## src/rtl/majority_vote_collector_if.sv

```systemverilog
// majority_vote_collector_if: vote input and result output handshakes of the majority vote collector.
interface majority_vote_collector_if;
    logic       vote_valid;
    logic       vote;
    logic       vote_ready;
    logic       res_valid;
    logic       res_ready;
    logic [4:0] res_votes;
    logic [2:0] res_ones;
    logic       res_major;
    logic       res_timeout;
    modport slave (
        input  vote_valid, vote, res_ready,
        output vote_ready, res_valid, res_votes, res_ones, res_major, res_timeout
    );
    modport master (
        output vote_valid, vote, res_ready,
        input  vote_ready, res_valid, res_votes, res_ones, res_major, res_timeout
    );
endinterface

```

## src/rtl/majority_vote_collector.sv

```systemverilog
// majority_vote_collector: gathers five serial votes into a vector and presents
// popcount and majority with an inactivity timeout per round.
module majority_vote_collector #(
    parameter  int TIMEOUT = 15,
    localparam int TW      = $clog2(TIMEOUT + 1)
) (
    input logic clk,
    input logic rst,
    majority_vote_collector_if.slave bus
);
    localparam logic [1:0] IDLE = 2'd0, COLLECT = 2'd1, DONE = 2'd2;
    logic [1:0]    state_q, state_d;
    logic [2:0]    idx_q, idx_d;
    logic [TW-1:0] timer_q, timer_d;
    logic [4:0]    votes_q, votes_d;
    logic [2:0]    ones_q, ones_d;
    logic          major_q, major_d, tout_q, tout_d;
    logic          vote_acc, res_acc, last, expire, close;
    always_comb begin
        vote_acc = bus.vote_valid && state_q != DONE;
        res_acc  = bus.res_ready && state_q == DONE;
        last     = vote_acc && idx_q == 3'd4;
        // Idle-cycle expiry loses to a vote arriving on the same edge.
        expire   = state_q == COLLECT && !vote_acc && timer_q == TW'(TIMEOUT - 1);
        close    = last || expire;
        state_d  = res_acc ? IDLE : close ? DONE : vote_acc ? COLLECT : state_q;
        idx_d    = res_acc ? 3'd0 : vote_acc ? idx_q + 3'd1 : idx_q;
        timer_d  = (vote_acc || state_q != COLLECT) ? '0 : timer_q + 1'b1;
        votes_d  = res_acc ? 5'd0 : vote_acc ? votes_q | (5'({bus.vote}) << idx_q) : votes_q;
        ones_d   = 3'(votes_d[0]) + 3'(votes_d[1]) + 3'(votes_d[2]) + 3'(votes_d[3]) + 3'(votes_d[4]);
        major_d  = ones_d >= 3'd3;
        tout_d   = res_acc ? 1'b0 : close ? expire : tout_q;
    end
    always_ff @(posedge clk) begin
        if (rst) begin
            state_q <= IDLE;
            idx_q   <= '0;
            timer_q <= '0;
            votes_q <= '0;
            ones_q  <= '0;
            major_q <= 1'b0;
            tout_q  <= 1'b0;
        end else begin
            state_q <= state_d;
            idx_q   <= idx_d;
            timer_q <= timer_d;
            votes_q <= votes_d;
            ones_q  <= ones_d;
            major_q <= major_d;
            tout_q  <= tout_d;
        end
    end
    assign bus.vote_ready  = state_q != DONE;
    assign bus.res_valid   = state_q == DONE;
    assign bus.res_votes   = votes_q;
    assign bus.res_ones    = ones_q;
    assign bus.res_major   = major_q;
    assign bus.res_timeout = tout_q;
endmodule

```

## src/flat_wrapper.sv

```systemverilog
// flat-port wrapper written by rule: the top's interface ports become plain ports
module majority_vote_collector_flat 
#(
    parameter  int TIMEOUT = 15,
    localparam int TW      = $clog2(TIMEOUT + 1)
)
  (clk, rst, bus_vote_valid, bus_vote, bus_res_ready, bus_vote_ready, bus_res_valid, bus_res_votes, bus_res_ones, bus_res_major, bus_res_timeout);
  majority_vote_collector_if bus_i ();
  input logic clk;
  input logic rst;
  input wire logic [$bits(bus_i.vote_valid)-1:0] bus_vote_valid;
  input wire logic [$bits(bus_i.vote)-1:0] bus_vote;
  input wire logic [$bits(bus_i.res_ready)-1:0] bus_res_ready;
  output wire logic [$bits(bus_i.vote_ready)-1:0] bus_vote_ready;
  output wire logic [$bits(bus_i.res_valid)-1:0] bus_res_valid;
  output wire logic [$bits(bus_i.res_votes)-1:0] bus_res_votes;
  output wire logic [$bits(bus_i.res_ones)-1:0] bus_res_ones;
  output wire logic [$bits(bus_i.res_major)-1:0] bus_res_major;
  output wire logic [$bits(bus_i.res_timeout)-1:0] bus_res_timeout;
  assign bus_i.vote_valid = bus_vote_valid;
  assign bus_i.vote = bus_vote;
  assign bus_i.res_ready = bus_res_ready;
  assign bus_vote_ready = bus_i.vote_ready;
  assign bus_res_valid = bus_i.res_valid;
  assign bus_res_votes = bus_i.res_votes;
  assign bus_res_ones = bus_i.res_ones;
  assign bus_res_major = bus_i.res_major;
  assign bus_res_timeout = bus_i.res_timeout;
  majority_vote_collector #(.TIMEOUT(TIMEOUT)) u_core (.clk(clk), .rst(rst), .bus(bus_i));
endmodule
```

## config.mk

```make
export PLATFORM = sky130hd
export DESIGN_NAME = majority_vote_collector_flat
export DESIGN_NICKNAME = d
export VERILOG_FILES = /design/src/rtl/majority_vote_collector_if.sv /design/src/rtl/majority_vote_collector.sv /design/src/flat_wrapper.sv
export SDC_FILE = /design/constraint.sdc
export NUM_CORES = 1
export LEC_CHECK = 0
export ABC_AREA = 1
export CORE_ASPECT_RATIO = 0.75
export CORE_MARGIN = 3
export CORE_UTILIZATION = 45
export CTS_BUF_LIST = sky130_fd_sc_hd__clkbuf_8
export CTS_CLUSTER_SIZE = 25
export DETAILED_ROUTE_END_ITERATION = 8
export PLACE_DENSITY_LB_ADDON = 0.15
export SETUP_SLACK_MARGIN = 0.1
export SKIP_LAST_GASP = 1
export SYNTH_ARGS = -nofsm -noshare
export SYNTH_HDL_FRONTEND = slang
export SYNTH_SLANG_ARGS = --single-unit
```

## constraint.sdc

```tcl
create_clock -name clk -period 3.1 [get_ports clk]
set_input_delay 0.31 -clock clk [delete_from_list [all_inputs] [get_ports clk]]
set_output_delay 0.31 -clock clk [all_outputs]
set_load 0.005 [all_outputs]
```

==> metrics.cfg <==
[timing]
drv_slew=0
setup_repair_after_global_routing_missed_its_margin=no
skew_ns=0.00345
final-setup-viol-count=0
hold_violations=0
fmax_mhz=368
period_minus_slack_ns=2.72
max-slew-margin-rel_pct=79.8
final_min_period_over_clock_period_pct=87.6
summed_negative_setup_slack_over_all_endpoints_ns=0
max_slew.worst_pin.slew_ns=0.300

[drt]
wl_per_cell_um=10.7
wirelength_um=1690
drt-pass1-iter-count=5
detailedRoute.firstIterationViolations=16
avgViaCountPerCell=4.92
postRouteAntennaNets=0
detailroute.via_count=777
post-route-drc-count=0

[critical_path]
ff2ff_path_depth=13
crit_path_max_incr_delay_ns=0.52
setup.worst_path.start=bus_vote_valid
reg2reg_slack_ns=0.46
critPathArrivalTime_ns=2.91
crit_path_cell_trace=clkdlybuf4s50_1 -> nand2_4 -> inv_4 -> a21oi_2 -> nor2_1 -> ha_1 -> inv_1 -> fa_1 -> inv_1 -> ha_1 -> fa_1 -> nand2_1 -> a21oi_1
crit_path_top_delay_cell=sky130_fd_sc_hd__clkdlybuf4s50_1
crit_fanout=6
worst-endpoint-required_ns=3.29
critical_path.startpoint_type=input pin
crit_type=in -> reg
critical-path-top-delay-family=adder cells
r2r_end=u_core.bus.res_major
total_buffers_and_inverters_traversed_by_the_critical_path=4
crit_path_end_kind=register
r2r-start=u_core.state_q[1]

[logic_synthesis]
synth.cell_area_um2=911
synth.lib_cells_used.distinct=19
syn_avg_cell_area_um2=7.79
ys.warnings.count=0
syn-num-nets=130
postSynthCellCount=117
postSynthRegisterBits=19
seq_area_frac_synth_pct=41.8

[place]
place.port_buffers=16
dpl.hpwl_um=1360
placed_instances=154
routabilityCongestion=0.839

[global_route]
antenna_found_initial=0
maximum_number_of_pins_on_one_net_before_global_route_repair=11
groute.usage.overall_pct=14.7
grt_first_pass_wirelength_um=2860
first_global_vias=690
globalRouteOverflowTotal=0

[run]
count_of_max_cap_constraint_violations=0

[min_path]
worst_hold_path.num_cells=2
hold_path_end=u_core.bus.res_timeout
hold_path.startpoint=u_core.bus.res_timeout
hold_path.class=reg -> reg

[power_and_ir_drop]
total_leakage_power_nw=0.528
vdd_ir_drop_max_mv=0.373
p_per_cell_area_nw_per_um2=424
post-layout-total-power_mw=0.483

[clock_network]
ctsResizeCount=0
cts_hold_repair.buffers=0
tritoncts_clock_tree=yes
htreeDepth=1
cts_root_buf=sky130_fd_sc_hd__clkbuf_8
clock_insertion_delay_worst_skew_ns=0.26
count_of_clock_tree_sinks=19
ctsLongestPathBuffers=2
cts_buffers=3
postCtsSetupBuffers=0
clk_pin_slew_worst_paths_ns=0.07

[finish]
share_of_post_route_cells_with_drive_strength_above_1_pct=8.09
layout.cells.non_filler=158
nFillCells=171
final_net_count=150
area_growth_syn_to_layout_pct=25.0
multiInputGateArea_um2=448
antenna_cells=0
ff_latch_area_um2=380

[floorplanning]
start_util_pct=50.0
placeableCoreArea_um2=1820
die_w_um=58.0
top_level_ports=17
dieArea_um2=2610
floorplan.rows=13
die_h_um=45.0

[run_status]
status=complete, no violations

## sequential cells by signal, summed over array words and instances (netlist names)
register                count
u_core.bus.res_ones         3
u_core.bus.res_major        1
u_core.bus.res_votes        5
u_core.state_q              2
u_core.timer_q              4
u_core.idx_q                3
u_core.bus.res_timeout      1
## report_power, final
part           total, mW  internal (mW)  switching (mW)  leakage, nW
registers          0.258          0.252         0.00634        0.154
logic             0.0563         0.0259          0.0304        0.347
clock network      0.168         0.0882          0.0802       0.0269
## area by class of cell
cell class                      instances  share of cell area [%]
Clock buffer                            3                    3.63
Inverter                               20                    6.81
Timing Repair Buffer                   16                    14.1
Sequential cell                        19                    33.4
Multi-Input combinational cell         77                    39.3
Tap cell                               22                    2.42
Clock inverter                          1                   0.330
## worst max path at each step
stage / endpoint / slack (ns) / depth (start not counted)
CTS: u_core.bus.res_major / 0.37 / 13
finish: u_core.bus.res_major / 0.38 / 13
global placement: u_core.bus.res_major / 0.19 / 13
global route: u_core.bus.res_major / 0.21 / 13
detailed placement: u_core.bus.res_major / 0.1 / 13
floorplan: u_core.bus.res_major / 0.61 / 13
## through the flow
stage | hold slack [ns] | area [µm²] | worst slack (ns) | utilization, %
after global routing | 0.501 | 1140 | 0.215 | 62.5
after floorplan | 0.379 | 911 | 0.612 | -
after detailed placement | 0.460 | 1090 | 0.0964 | 60.0
after CTS | 0.472 | 1140 | 0.374 | 62.5
after global placement | 0.455 | 1090 | 0.188 | 60.0
final | 0.466 | 1140 | 0.383 | 62.5
## per-layer routing
layer / up-vias / part of all wire, % / GRT usage (%) / wire (µm)
li1: 401 / - / - / -
met1: 353 / 46 / 18.2 / 787
met2: 20 / 46 / 23.0 / 771
met3: 3 / 6.8 / 6.00 / 115
met4: 0 / 1.2 / 6.02 / 20
met5: - / 0 / 0 / 0
## layout by cell type (no fill, tap or decap)
cell,synthesis,layout
sky130_fd_sc_hd__inv_4,1,1
sky130_fd_sc_hd__nor3_1,1,1
sky130_fd_sc_hd__a21oi_1,6,6
sky130_fd_sc_hd__nand4_1,1,1
sky130_fd_sc_hd__fa_1,2,2
sky130_fd_sc_hd__nand2_4,3,3
sky130_fd_sc_hd__inv_2,1,1
sky130_fd_sc_hd__clkdlybuf4s50_1,0,16
sky130_fd_sc_hd__nand3_2,1,1
sky130_fd_sc_hd__dfxtp_1,19,19
sky130_fd_sc_hd__a21oi_2,2,2
sky130_fd_sc_hd__nand2_1,18,18
sky130_fd_sc_hd__ha_1,6,6
sky130_fd_sc_hd__xor2_1,1,1
sky130_fd_sc_hd__inv_1,18,19
sky130_fd_sc_hd__xnor2_1,1,1
sky130_fd_sc_hd__nand3_1,8,8
sky130_fd_sc_hd__o21ai_0,3,3
sky130_fd_sc_hd__nor2_1,24,24
sky130_fd_sc_hd__clkbuf_8,0,3
## synthesized netlist by cell type
master	number	share of area, %
sky130_fd_sc_hd__a21oi_1	6	3.3
sky130_fd_sc_hd__a21oi_2	2	1.9
sky130_fd_sc_hd__buf_2	1	0.55
sky130_fd_sc_hd__dfxtp_1	19	42
sky130_fd_sc_hd__fa_1	2	4.4
sky130_fd_sc_hd__ha_1	6	8.2
sky130_fd_sc_hd__inv_1	18	7.4
sky130_fd_sc_hd__inv_2	1	0.41
sky130_fd_sc_hd__inv_4	1	0.69
sky130_fd_sc_hd__nand2_1	18	7.4
sky130_fd_sc_hd__nand2_4	3	3.7
sky130_fd_sc_hd__nand3_1	8	4.4
sky130_fd_sc_hd__nand3_2	1	1.1
sky130_fd_sc_hd__nand4_1	1	0.69
sky130_fd_sc_hd__nor2_1	24	9.9
sky130_fd_sc_hd__nor3_1	1	0.55
sky130_fd_sc_hd__o21ai_0	3	1.6
sky130_fd_sc_hd__xnor2_1	1	0.96
sky130_fd_sc_hd__xor2_1	1	0.96
## tightest hold or removal path, cell delays in order, from the launching register on
cell	delay [ns]
sky130_fd_sc_hd__dfxtp_1	0.31
sky130_fd_sc_hd__nand2_1	0.06
sky130_fd_sc_hd__a21oi_1	0.05
## cells by family (layout without fill, tap and decap cells)
kind of cell             Yosys count  count (layout)  synth area share, %
AND/OR/NAND/NOR                   56              56                 27.7
buffers and inverters             21              40                 9.06
flip-flops                        19              19                 41.8
AO/OA/AOI/OAI                     11              11                 6.87
adder cells (fa/ha/maj)            8               8                 12.6
XOR/XNOR                           2               2                 1.92
Note: power is estimated with default switching activity, not from simulation.
